===== config.mk =====
export PLATFORM = sky130hd
export DESIGN_NAME = pll_reset_sequencer_flat
export DESIGN_NICKNAME = d
export VERILOG_FILES = /design/src/rtl/pll_seq_pkg.sv /design/src/rtl/pll_reset_sequencer_if.sv /design/src/rtl/sync_2ff.sv /design/src/rtl/pll_reset_sequencer.sv /design/src/flat_wrapper.sv
export SDC_FILE = /design/constraint.sdc
export NUM_CORES = 1
export LEC_CHECK = 0
export ABC_AREA = 1
export CAP_MARGIN = 30
export CORE_MARGIN = 2
export CORE_UTILIZATION = 51
export DETAILED_ROUTE_END_ITERATION = 16
export PLACE_DENSITY = 0.8
export SYNTH_ARGS = -nofsm -noshare
export SYNTH_HDL_FRONTEND = slang
export SYNTH_SLANG_ARGS = --single-unit

===== constraint.sdc =====
create_clock -name refclk -period 1.4 [get_ports refclk]
set_input_delay 0.28 -clock refclk [delete_from_list [all_inputs] [get_ports refclk]]
set_output_delay 0.28 -clock refclk [all_outputs]
set_load 0.005 [all_outputs]

===== src/rtl/pll_seq_pkg.sv =====
// pll_seq_pkg: state encoding and default 24 MHz timing for the PLL reset sequencer
package pll_seq_pkg;
  typedef enum logic [2:0] {HOLD, WAIT_LOCK, STABILIZE, RUN, FAIL} state_t;
  localparam int DEF_RST_HOLD_CYCLES     = 24;
  localparam int DEF_LOCK_TIMEOUT_CYCLES = 24000;
  localparam int DEF_LOCK_STABLE_CYCLES  = 2400;
  localparam int DEF_MAX_ATTEMPTS        = 3;
  localparam int DEF_CNT_W               = 16;
  typedef struct packed {
    logic pll_reset;
    logic sys_rst;
    logic ready;
    logic fail;
    logic lock_lost;
  } outs_t;
  localparam outs_t OUTS_RESET = '{pll_reset: 1'b1, sys_rst: 1'b1, ready: 1'b0, fail: 1'b0, lock_lost: 1'b0};
endpackage


===== src/rtl/pll_reset_sequencer_if.sv =====
// pll_reset_sequencer_if: PLL control/status and downstream reset signals
interface pll_reset_sequencer_if;
  logic       pll_extlock;
  logic       relock_req;
  logic       pll_reset;
  logic       sys_rst;
  logic       ready;
  logic       fail;
  logic       lock_lost;
  logic [3:0] attempt_cnt;
  modport master (input pll_extlock, relock_req, output pll_reset, sys_rst, ready, fail, lock_lost, attempt_cnt);
  modport slave (output pll_extlock, relock_req, input pll_reset, sys_rst, ready, fail, lock_lost, attempt_cnt);
endinterface


===== src/rtl/sync_2ff.sv =====
// sync_2ff: generic one-bit two-flop synchronizer
module sync_2ff (
  input  logic clk,
  input  logic rst,
  input  logic d,
  output logic q
);
  logic m;
  always_ff @(posedge clk)
    if (rst) {m, q} <= 2'b00;
    else {m, q} <= {d, m};
endmodule


===== src/rtl/pll_reset_sequencer.sv =====
// pll_reset_sequencer: holds PLL in reset, qualifies lock, releases system reset, retries on timeout
module pll_reset_sequencer
  import pll_seq_pkg::*;
#(
  parameter int RST_HOLD_CYCLES     = DEF_RST_HOLD_CYCLES,
  parameter int LOCK_TIMEOUT_CYCLES = DEF_LOCK_TIMEOUT_CYCLES,
  parameter int LOCK_STABLE_CYCLES  = DEF_LOCK_STABLE_CYCLES,
  parameter int MAX_ATTEMPTS        = DEF_MAX_ATTEMPTS,
  parameter int CNT_W               = DEF_CNT_W
) (
  input logic refclk,
  input logic reset,
  pll_reset_sequencer_if.master bus
);
  state_t           state, state_n;
  logic [CNT_W-1:0] cnt, cnt_n;
  logic [3:0]       att, att_n;
  outs_t            o, o_n;
  logic             lock_s;

  sync_2ff u_sync (.clk(refclk), .rst(reset), .d(bus.pll_extlock), .q(lock_s));

  always_ff @(posedge refclk)
    if (reset) begin
      state <= HOLD;
      cnt   <= '0;
      att   <= '0;
      o     <= OUTS_RESET;
    end else begin
      state <= state_n;
      cnt   <= cnt_n;
      att   <= att_n;
      o     <= o_n;
    end

  always_comb begin
    state_n = state;
    cnt_n   = cnt + 1'b1;
    att_n   = att;
    case (state)
      HOLD:
        if (cnt == CNT_W'(RST_HOLD_CYCLES - 1)) begin
          state_n = WAIT_LOCK;
          cnt_n   = '0;
        end
      WAIT_LOCK:
        if (lock_s) begin
          state_n = STABILIZE;
          cnt_n   = '0;
        end else if (cnt == CNT_W'(LOCK_TIMEOUT_CYCLES - 1)) begin
          att_n   = att + 4'd1;
          state_n = (att_n == 4'(MAX_ATTEMPTS)) ? FAIL : HOLD;
          cnt_n   = '0;
        end
      STABILIZE:
        if (!lock_s) begin
          state_n = WAIT_LOCK;
          cnt_n   = '0;
        end else if (cnt == CNT_W'(LOCK_STABLE_CYCLES - 1)) begin
          state_n = RUN;
          cnt_n   = '0;
          att_n   = '0;
        end
      RUN: begin
        cnt_n   = '0;
        att_n   = '0;
        state_n = (!lock_s || bus.relock_req) ? HOLD : RUN;
      end
      FAIL: begin
        cnt_n   = '0;
        state_n = bus.relock_req ? HOLD : FAIL;
        att_n   = bus.relock_req ? 4'd0 : att;
      end
      default: begin
        state_n = HOLD;
        cnt_n   = '0;
      end
    endcase
  end

  // outputs are decoded from the state being entered so they line up with it
  always_comb begin
    o_n.pll_reset = (state_n == HOLD) || (state_n == FAIL);
    o_n.sys_rst   = state_n != RUN;
    o_n.ready     = state_n == RUN;
    o_n.fail      = state_n == FAIL;
    o_n.lock_lost = (state == RUN) && !lock_s;
  end

  assign bus.pll_reset   = o.pll_reset;
  assign bus.sys_rst     = o.sys_rst;
  assign bus.ready       = o.ready;
  assign bus.fail        = o.fail;
  assign bus.lock_lost   = o.lock_lost;
  assign bus.attempt_cnt = att;
endmodule


===== src/flat_wrapper.sv =====
// flat-port wrapper written by rule: the top's interface ports become plain ports
module pll_reset_sequencer_flat import pll_seq_pkg::*;
#(
  parameter int RST_HOLD_CYCLES     = DEF_RST_HOLD_CYCLES,
  parameter int LOCK_TIMEOUT_CYCLES = DEF_LOCK_TIMEOUT_CYCLES,
  parameter int LOCK_STABLE_CYCLES  = DEF_LOCK_STABLE_CYCLES,
  parameter int MAX_ATTEMPTS        = DEF_MAX_ATTEMPTS,
  parameter int CNT_W               = DEF_CNT_W
)
  (refclk, reset, bus_pll_extlock, bus_relock_req, bus_pll_reset, bus_sys_rst, bus_ready, bus_fail, bus_lock_lost, bus_attempt_cnt);
  pll_reset_sequencer_if bus_i ();
  input logic refclk;
  input logic reset;
  input wire logic [$bits(bus_i.pll_extlock)-1:0] bus_pll_extlock;
  input wire logic [$bits(bus_i.relock_req)-1:0] bus_relock_req;
  output wire logic [$bits(bus_i.pll_reset)-1:0] bus_pll_reset;
  output wire logic [$bits(bus_i.sys_rst)-1:0] bus_sys_rst;
  output wire logic [$bits(bus_i.ready)-1:0] bus_ready;
  output wire logic [$bits(bus_i.fail)-1:0] bus_fail;
  output wire logic [$bits(bus_i.lock_lost)-1:0] bus_lock_lost;
  output wire logic [$bits(bus_i.attempt_cnt)-1:0] bus_attempt_cnt;
  assign bus_i.pll_extlock = bus_pll_extlock;
  assign bus_i.relock_req = bus_relock_req;
  assign bus_pll_reset = bus_i.pll_reset;
  assign bus_sys_rst = bus_i.sys_rst;
  assign bus_ready = bus_i.ready;
  assign bus_fail = bus_i.fail;
  assign bus_lock_lost = bus_i.lock_lost;
  assign bus_attempt_cnt = bus_i.attempt_cnt;
  pll_reset_sequencer #(.RST_HOLD_CYCLES(RST_HOLD_CYCLES), .LOCK_TIMEOUT_CYCLES(LOCK_TIMEOUT_CYCLES), .LOCK_STABLE_CYCLES(LOCK_STABLE_CYCLES), .MAX_ATTEMPTS(MAX_ATTEMPTS), .CNT_W(CNT_W)) u_core (.refclk(refclk), .reset(reset), .bus(bus_i));
endmodule

==> results.yml <==
status:
  status: "finished with violations"
  violations: "negative setup slack"
drt:
  drt_wl_total_mm: 4.431
  drc: 0
  wl_per_cell_um: 13.15
  vias_per_cell: 5.131
  drt-pass1-iter-count: 4
  antenna_left: 0
  drtIter0Drc: 147
  num_vias: 1729
sta:
  setup_viol_count_final: 23
  clock_skew_ns: 0.01881
  worst-slew-pin-transition_ns: 0.3424
  finalHoldViolations: 0
  rsz0062_at_grt: "yes"
  maxSlewViolCount: 0
  min_period_over_period_pct: 108.9
  maxSlewHeadroom_pct: 77.00
  fin_crit_ns: 1.525
  worst_slack_ns: -0.1251
  tns_ns: -2.135
  fmax_ghz: 0.6557
power_and_ir_drop:
  swShare_pct: 25.61
  power_frac_comb_pct: 4.7
  p_sw_uw: 391.2
  vdd_drop_max_v: 0.0006318
  leakage_uw: 0.001031
  p_seq_share_pct: 57.1
  intPower_uw: 1136
  p_per_area_nw_per_um2: 643.8
  clockPowerShare_pct: 38.2
critical_path:
  critical_path_class: "flip-flop to flip-flop"
  worstPathArrival_ns: 1.79
  crit_top_cell: "nand2_1"
  cp.required_ns: 1.67
  path_cells: "ha_4, nand2_4, nor2_4, inv_2, nor2_1, nand2_1, nand2_2, nand3_2, nand2_1, a21oi_1"
  startpoint_type: "flip-flop"
  crit_family: "simple AND/OR/NAND/NOR gates"
  critPathBufInv: 1
  cpPeakStageDelay_ns: 0.36
  end_kind: "flip-flop"
  critPathMaxFanout: 5
  crit_slowest_cell: "dfxtp_2"
cts:
  cts_made_buffers: 5
  h-tree-depth: 2
  cts_buffer_depth: 2
  root_buffer: "clkbuf_4"
  clkSlewWorstSetupHoldPaths_ns: 0.11
  cts_sinks: 30
  clk_latency_ns: 0.36
  cts_tree: "yes"
logic_synthesis:
  synth_top_area_share_pct: 36.53
  ys_ff_latch: 30
  synthCells: 232
  avgSynthCellArea_sq_um: 7.087
  ys_types: 28
  synth_top_cells_by_area: "dfxtp_1, nand2_1, nor2_1"
  yosysTopAreaCell: "dfxtp_1"
  syn_area_sq_um: 1644
  synth_nets: 239
  ys_warn_count: 0
  yosysSeqAreaShare_pct: 36.53
global_routing:
  grt_max_degree: 15
  track_usage_pct: 26.50
  grt_pass1_vias: 1618
  antenna_found_initial: 0
  grt-ovfl-total: 0
  grt_pass1_wl_mm: 7.120
layout:
  drive_gt1_share_pct: 42.66
  layout.nets: 299
  area_growth_pct: 44.29
  finish.utilization_pct: 77.70
  antennaDiodeCount: 0
  fillers: 218
floorplanning:
  dieArea_sq_um: 3694
  fp.dieW_um: 60.78
  start_util_pct: 53.85
  ios: 13
  fp-row-count: 20
  coreArea_sq_um: 3053
  chipHeight_um: 60.78
worst_hold_path:
  min_path_type: "flip-flop to flip-flop"
placed_design:
  dpl.hpwl_mm: 2.900
  gp_congestion: 0.8943
  numPortBuffers: 12
flow_run:
  maxCapViolCount: 0
==> Yosys cell counts, drive strengths merged <==
cell type and instances:
a21oi 8, buf 3, clkbuf 1, dfxtp 30, ha 3, inv 34
nand2 43, nand3 19, nand3b 2, nand4 12, nor2 52, nor3 9
nor3b 1, nor4 1, o21ai 3, o22ai 1, xnor2 1, xor2 9
==> through the flow <==
stage | power (uW) | cell area (sq um) | std cells | worst slack (ns) | hold WS, ns
4_1_cts | 1509 | 2308 | 337 | -0.06383 | 0.4367
3_5_place_dp | 957.4 | 2116 | 324 | -0.1609 | 0.4090
2_1_floorplan | 935.2 | 1674 | 232 | -0.03601 | 0.3870
6_report | 1527 | 2372 | 337 | -0.1251 | 0.4366
5_1_grt | 1569 | 2372 | 337 | -0.2262 | 0.4437
3_3_place_gp | 953.8 | 2116 | 324 | -0.09908 | 0.3894
==> per-layer routing <==
| metal | GRT usage, % | part of all wire, % | vias up |
|---|---|---|---|
| met2 | 44.70 | 51 | 60 |
| met4 | 10.25 | 1.8 | 0 |
| met5 | 0 | 0 | - |
| met3 | 7.463 | 6.3 | 10 |
| li1 | - | - | 865 |
| met1 | 31.94 | 41 | 794 |
==> worst reg2reg max path, cell delays in order, from the launching register on <==
cell,delay [ns]
dfxtp_2,0.36
ha_4,0.14
nand2_4,0.05
nor2_4,0.15
inv_2,0.08
nor2_1,0.16
nand2_1,0.09
nand2_2,0.12
nand3_2,0.13
nand2_1,0.10
a21oi_1,0.06
==> power by group through the flow <==
stage          Clock [uW]  Sequential (uW)  Combinational [uW]
3_3_place_gp            0              893                60.5
5_1_grt               616              874                79.2
2_1_floorplan           0              893                42.4
6_report              583              872                71.5
4_1_cts               569              872                68.7
3_5_place_dp            0              894                63.5
==> state kept, by name, indices dropped and copies added, names as in the netlist <==
signal	flops
u_core.bus.ready	1
u_core.u_sync.m	1
u_core.bus.lock_lost	1
u_core.bus.attempt_cnt	4
u_core.u_sync.q	1
u_core.bus.sys_rst	1
u_core.state	3
u_core.bus.fail	1
u_core.bus.pll_reset	1
u_core.cnt	16
==> cells in the final DEF (no fill, tap or decap), types with 3 or more instances in the layout <==
cell type / synthesis / final
buf_4: 0 / 42
nand2_1: 41 / 36
nor2_1: 36 / 28
inv_1: 29 / 25
dfxtp_1: 30 / 19
nor2_2: 14 / 18
nand3_1: 17 / 11
nand4_1: 11 / 11
dfxtp_2: 0 / 10
inv_2: 5 / 9
xor2_1: 9 / 9
dlygate4sd2_1: 0 / 9
nor2_4: 2 / 6
nand3_2: 2 / 6
nand2_2: 1 / 5
nor3_1: 6 / 5
a21oi_1: 8 / 5
clkbuf_4: 0 / 5
nor3_2: 3 / 3
a21oi_2: 0 / 3
clkdlybuf4s50_1: 0 / 3
buf_6: 0 / 3
==> worst paths after layout <==
kind	from	to	slack, ns	depth (start not counted)
setup / recovery	u_core.cnt[0]$_SDFF_PP0_	u_core.bus.attempt_cnt[3]$_SDFFE_PP0P_	-0.13	10
hold / removal	u_core.u_sync.m$_SDFF_PP0_	u_core.u_sync.q$_SDFF_PP0_	0.44	2
setup reg to reg	u_core.cnt[0]$_SDFF_PP0_	u_core.bus.attempt_cnt[3]$_SDFFE_PP0P_	-0.13	10
hold reg to reg	u_core.u_sync.m$_SDFF_PP0_	u_core.u_sync.q$_SDFF_PP0_	0.44	2
==> repair_timing <==
| item | 4_1_cts | 5_1_grt |
|---|---|---|
| hold buffers | 0 | 0 |
| cloned | 0 | 0 |
| endpoints found under the setup margin | 33 | 27 |
| gates resized for setup | 41 | 17 |
| buffers inserted | 5 | 0 |
| hold endpoints to repair | 0 | 0 |
| pin swaps | 17 | 7 |
==> final cells by class <==
type / count / area [sq um] / share of cell area [%]
multi-input cells: 164 / 1051 / 44.30
repair buffers: 57 / 457.9 / 19.30
inverters: 34 / 127.6 / 5.380
well taps: 44 / 55.05 / 2.321
flip-flops and latches: 30 / 616.8 / 26.00
clock buffers: 6 / 51.30 / 2.162
clock inverters: 2 / 12.51 / 0.5274
==> cell families (layout without fill, tap and decap cells) <==
| group | after synthesis | in the layout | synth area share, % |
|---|---|---|---|
| simple gates | 139 | 139 | 42.09 |
| buf+inv | 38 | 99 | 9.817 |
| flops | 30 | 30 | 36.53 |
| compound gates | 12 | 12 | 3.958 |
| xor+xnor | 10 | 10 | 5.328 |
| fa+ha+maj | 3 | 3 | 2.283 |
Power figures use the tool's default switching activity.
